==> config.mk <==
export PLATFORM = sky130hd
export DESIGN_NAME = td4_core
export DESIGN_NICKNAME = d
export VERILOG_FILES = /design/src/rtl/td4_core.sv
export SDC_FILE = /design/constraint.sdc
export NUM_CORES = 1
export LEC_CHECK = 0
export ABC_AREA = 0
export CAP_MARGIN = 15
export CORE_MARGIN = 4
export CORE_UTILIZATION = 48
export DETAILED_ROUTE_END_ITERATION = 7
export PLACE_DENSITY = 0.85
export SKIP_LAST_GASP = 1
export SLEW_MARGIN = 25
export SYNTH_ARGS = -nofsm -noshare
export SYNTH_HDL_FRONTEND = slang
export SYNTH_SLANG_ARGS = --single-unit
==> constraint.sdc <==
create_clock -name clk -period 2.5 [get_ports clk]
set_input_delay 0.25 -clock clk [delete_from_list [all_inputs] [get_ports clk]]
set_output_delay 0.25 -clock clk [all_outputs]
set_load 0.01 [all_outputs]
==> src/rtl/td4_core.sv <==
// td4_core: single-cycle TD4-style 4-bit core; fetches ROM[pc] and executes it on each enabled edge
module td4_core (
  input  logic       clk,
  input  logic       n_reset,
  input  logic       en,
  output logic [3:0] rom_addr,
  input  logic [7:0] rom_data,
  input  logic [3:0] in_port,
  output logic [3:0] out_port,
  output logic       carry
);
  logic [3:0] a, b, pc, op, im, src;
  logic [4:0] sum;
  logic       wa, wb, wo, jmp;
  assign rom_addr = pc;
  assign op = rom_data[7:4];
  assign im = rom_data[3:0];
  // undefined opcodes fall through to a zero source, so they can never raise carry
  always_comb begin
    src = (op == 4'h0 || op == 4'h4) ? a :
          (op == 4'h1 || op == 4'h5 || op == 4'h9) ? b :
          (op == 4'h2 || op == 4'h6) ? in_port : 4'h0;
    sum = {1'b0, src} + {1'b0, im};
    wa  = op[3:2] == 2'b00;
    wb  = op[3:2] == 2'b01;
    wo  = op == 4'h9 || op == 4'hB;
    jmp = op == 4'hF || (op == 4'hE && !carry);
  end
  always_ff @(posedge clk or negedge n_reset) begin
    if (!n_reset) begin
      pc       <= 4'h0;
      a        <= 4'h0;
      b        <= 4'h0;
      out_port <= 4'h0;
      carry    <= 1'b0;
    end else if (en) begin
      pc    <= jmp ? sum[3:0] : pc + 4'd1;
      carry <= sum[4];
      if (wa) a <= sum[3:0];
      if (wb) b <= sum[3:0];
      if (wo) out_port <= sum[3:0];
    end
  end
endmodule

==> Flow_metrics.wiki <==
{| class="wikitable"
! Metric !! Value
|-
| Iteration count of the initial detailed-routing pass || 3
|-
| # nets final || about 150
|-
| Seq/Total Area, Yosys || 0.434
|-
| Number of clock sinks seen by CTS || 17
|-
| Final ANT Viol Nets || 0
|-
| CTS Root Cell || sky130_fd_sc_hd__clkbuf_4
|-
| Number of levels the H-tree was split into || 1
|-
| Leak || 0.616 nW
|-
| # Post-CTS Setup Buffers || 0
|-
| Startpoint class of the critical path || primary input
|-
| Post-synth EDFFs || 0
|-
| Worst hold path type || in -> async
|-
| Number of remaining DRC errors || 0
|-
| Share of the clock period used by the worst path after layout || 0.953
|-
| Data arrival at the endpoint of the critical path || about 2600 ps
|-
| Pin count of the biggest net entering global routing || 18
|-
| Total CTS buffers || 3
|-
| Final GP Congestion || about 0.81
|-
| IO Count || 24
|-
| Sequential standard cell area || 425 um^2
|-
| Run status || complete, no violations
|-
| Total number of vias || around 840
|-
| Most frequently used flop master after synthesis || sky130_fd_sc_hd__dfrtp_1
|-
| Footprint of the multi-input gates || 539 um^2
|-
| Detailed-route wire length per cell || 14.8 um
|-
| Diode insertion count for antenna repair || 0
|-
| Class of the most critical setup path || in -> reg
|-
| Area Growth Syn to Fin || 38.8%
|-
| Aggregate global routing overflow || 0
|-
| Number of design-rule violations left by the first detailed-router iteration || 2
|-
| Warnings from Yosys || 0
|-
| Initial standard-cell utilization of the core || 0.505
|-
| Worst slack at placement || -357 ps
|-
| Number of placement rows || 16
|-
| Critical-path maximum fanout || 4
|-
| Cell total after placement || 155
|-
| Number of port buffers || 23
|-
| Worst hold slack || 382 ps
|-
| Worst Tran Pin Value || 751 ps
|-
| Library cell occupying the most area in the post-synthesis netlist || sky130_fd_sc_hd__dfrtp_1
|-
| Capturing element type of the critical path || register
|-
| Worst vdd ir || 0.000547 V
|-
| Setup slack after layout || about 120 ps
|-
| Number of fillers in the final layout || 159
|-
| Antenna violations before repair || 0
|-
| Number of max-slew violations in the final report || 0
|-
| Overall routed net length || 2.35 mm
|-
| Detailed-placement wirelength estimate || 1.86 mm
|-
| Flip-flop and latch count after synthesis || 17
|-
| Clock insertion delay at the later pin of the skew report || ~300 ps
|-
| Unrepaired setup endpoints after global routing || false
|-
| Die Y-Extent || 53.2 um
|-
| Die width || between 50 and 60 um
|-
| Area contributors post-synth || sky130_fd_sc_hd__dfrtp_1 (43%), sky130_fd_sc_hd__ha_1 (6.4%), sky130_fd_sc_hd__mux2_2 (5.7%)
|-
| Reg clk slew, reported paths || 100 ps
|-
| Crit-path leading delay family || compound AO/OA/AOI/OAI gates
|-
| Synthesized area || 981 um^2
|-
| Final total power || 0.975 mW
|-
| Number of distinct library cells after synthesis || 30
|-
| Area of placed instances || about 1300 um^2
|-
| Number of hold-slack violations in the final timing report || 0
|-
| Global-route wire length before repair || 3.92 mm
|-
| Levels on crit path || 9
|-
| Via count of the first global-routing pass || a little under 900
|-
| Count of max-cap constraint violations || 0
|-
| Clock Path Buffers || 2
|-
| Post-layout instance area || roughly 1400 um^2
|-
| Synth Instances || 96
|-
| Syn_nets || 117
|-
| Number of standard cells in the final layout excluding fillers || 159
|-
| Proportion of layout cells with a drive suffix above 1 || 0.205
|-
| Floorplan Core Area || 1940 um^2
|-
| Hold_buf cts || 0
|-
| Die Area || approximately 2800 um^2
|-
| Required time at the worst-slack endpoint || 2680 ps
|-
| Slowest-stage cell, CP || sky130_fd_sc_hd__fa_1
|-
| Power density relative to cell area || 716 nW/um^2
|-
| Worst path cell trace || clkdlybuf4s50_1 -> buf_4 -> a211oi_4 -> a21boi_1 -> or2_2 -> fa_1 -> xor2_2 -> mux2i_1 -> a22o_1
|-
| Worst r2r path cells || 7
|-
| Maximum clock frequency || 0.420 GHz
|-
| CTS tree || yes
|-
| Max stage delay on crit path || 460 ps
|-
| Post-synth ARST share || 1.00
|-
| WP buf/inv || 2
|-
| Mapped Avg Cell Area || 10.2 um^2
|-
| Clock period minus worst slack || around 2400 ps
|-
| Worst relative slew slack || 0.498
|-
| Global-route usage over all layers || 0.191
|-
| Setup Skew || 11.7 ps
|-
| Final Setup Violations || 0
|-
| Fraction of post-synthesis cell area in the top cell type by area || 0.434
|-
| Via/cell ratio || 5.26
|}
## cells in the mapped netlist (all sizes together) (5+ instances only)
library cell	instances
ha	5
mux2	7
inv	6
o21ai	10
nand2	10
dfrtp	17
nor2	7
a21oi	8
## flip-flops by register name, indices dropped and copies added, names as in the netlist
name / cells
a: 4
b: 4
carry: 1
out_port: 4
rom_addr: 4
## through the flow
| step | setup TNS [ps] | utilization |
|---|---|---|
| final | 0 | 0.701 |
| after global routing | 0 | 0.701 |
| after CTS | 0 | 0.697 |
| after detailed placement | -2310 | 0.679 |
| after global placement | -724 | 0.679 |
| after floorplan | 0 | - |
## layout make-up
type	count	share of cell area
Clock buffer	3	0.0165
Clock inverter	1	0.00368
Inverter	6	0.0165
Multi-Input combinational cell	71	0.396
Sequential cell	17	0.312
Tap cell	27	0.0248
Timing Repair Buffer	34	0.230
## cell usage in the layout (no fill, tap or decap)
cell type,n
sky130_fd_sc_hd__a211oi_4,1
sky130_fd_sc_hd__a21boi_1,1
sky130_fd_sc_hd__a21o_1,2
sky130_fd_sc_hd__a21oi_1,6
sky130_fd_sc_hd__a21oi_2,1
sky130_fd_sc_hd__a21oi_4,1
sky130_fd_sc_hd__a22o_1,2
sky130_fd_sc_hd__a311o_1,2
sky130_fd_sc_hd__buf_4,11
sky130_fd_sc_hd__clkbuf_4,3
sky130_fd_sc_hd__clkdlybuf4s50_1,23
sky130_fd_sc_hd__clkinv_2,1
sky130_fd_sc_hd__dfrtp_1,17
sky130_fd_sc_hd__fa_1,1
sky130_fd_sc_hd__ha_1,5
sky130_fd_sc_hd__inv_1,6
sky130_fd_sc_hd__mux2_2,5
sky130_fd_sc_hd__mux2_4,2
sky130_fd_sc_hd__mux2i_1,2
sky130_fd_sc_hd__nand2_1,10
sky130_fd_sc_hd__nand2b_1,1
sky130_fd_sc_hd__nand3_1,2
sky130_fd_sc_hd__nand3b_1,1
sky130_fd_sc_hd__nand4b_1,1
sky130_fd_sc_hd__nor2_1,7
sky130_fd_sc_hd__nor2b_1,2
sky130_fd_sc_hd__nor3b_1,1
sky130_fd_sc_hd__o21ai_0,10
sky130_fd_sc_hd__or2_2,1
sky130_fd_sc_hd__or3b_1,2
sky130_fd_sc_hd__xnor2_1,1
sky130_fd_sc_hd__xor2_2,1
## kinds of logic (layout without fill, tap and decap cells)
logic type | count (synthesis) | after routing | share of synthesized area
DFF | 17 | 17 | 0.434
xor gates and xnor gates | 2 | 2 | 0.0179
muxes | 9 | 9 | 0.108
adders and majority gates | 6 | 6 | 0.0842
buffers and inverters | 8 | 44 | 0.0319
and+or+nand+nor | 28 | 28 | 0.143
AOI/OAI and AO/OA | 26 | 26 | 0.181
## final timing paths
kind                             start  slack (ps)          end
setup / recovery           rom_data[5]         120  rom_addr[2]
hold / removal                 n_reset         380  rom_addr[0]
setup reg to reg                  a[2]         560  rom_addr[2]
hold reg to reg            out_port[1]         490  out_port[1]
max in group asynchronous      n_reset        1640         a[2]
min in group clk           out_port[1]         490  out_port[1]
## per-layer routing
metal | share of wire | vias to the layer above | track usage
li1 | - | 410 | -
met1 | 0.47 | 404 | 0.250
met2 | 0.49 | 19 | 0.324
met4 | 0.010 | 0 | 0.0638
met3 | 0.038 | 3 | 0.0197
met5 | 0 | - | 0
## power by group
| group | switching, mW | internal (mW) |
|---|---|---|
| registers | 0.0653 | 0.362 |
| clock network | 0.0870 | 0.0597 |
| logic | 0.165 | 0.236 |
## repair_timing
item                       in CTS  in global routing
pin swaps                       0                  2
setup endpoints to repair       1                  5
gates resized for setup         1                  2
Note: power is estimated with default switching activity, not from simulation.
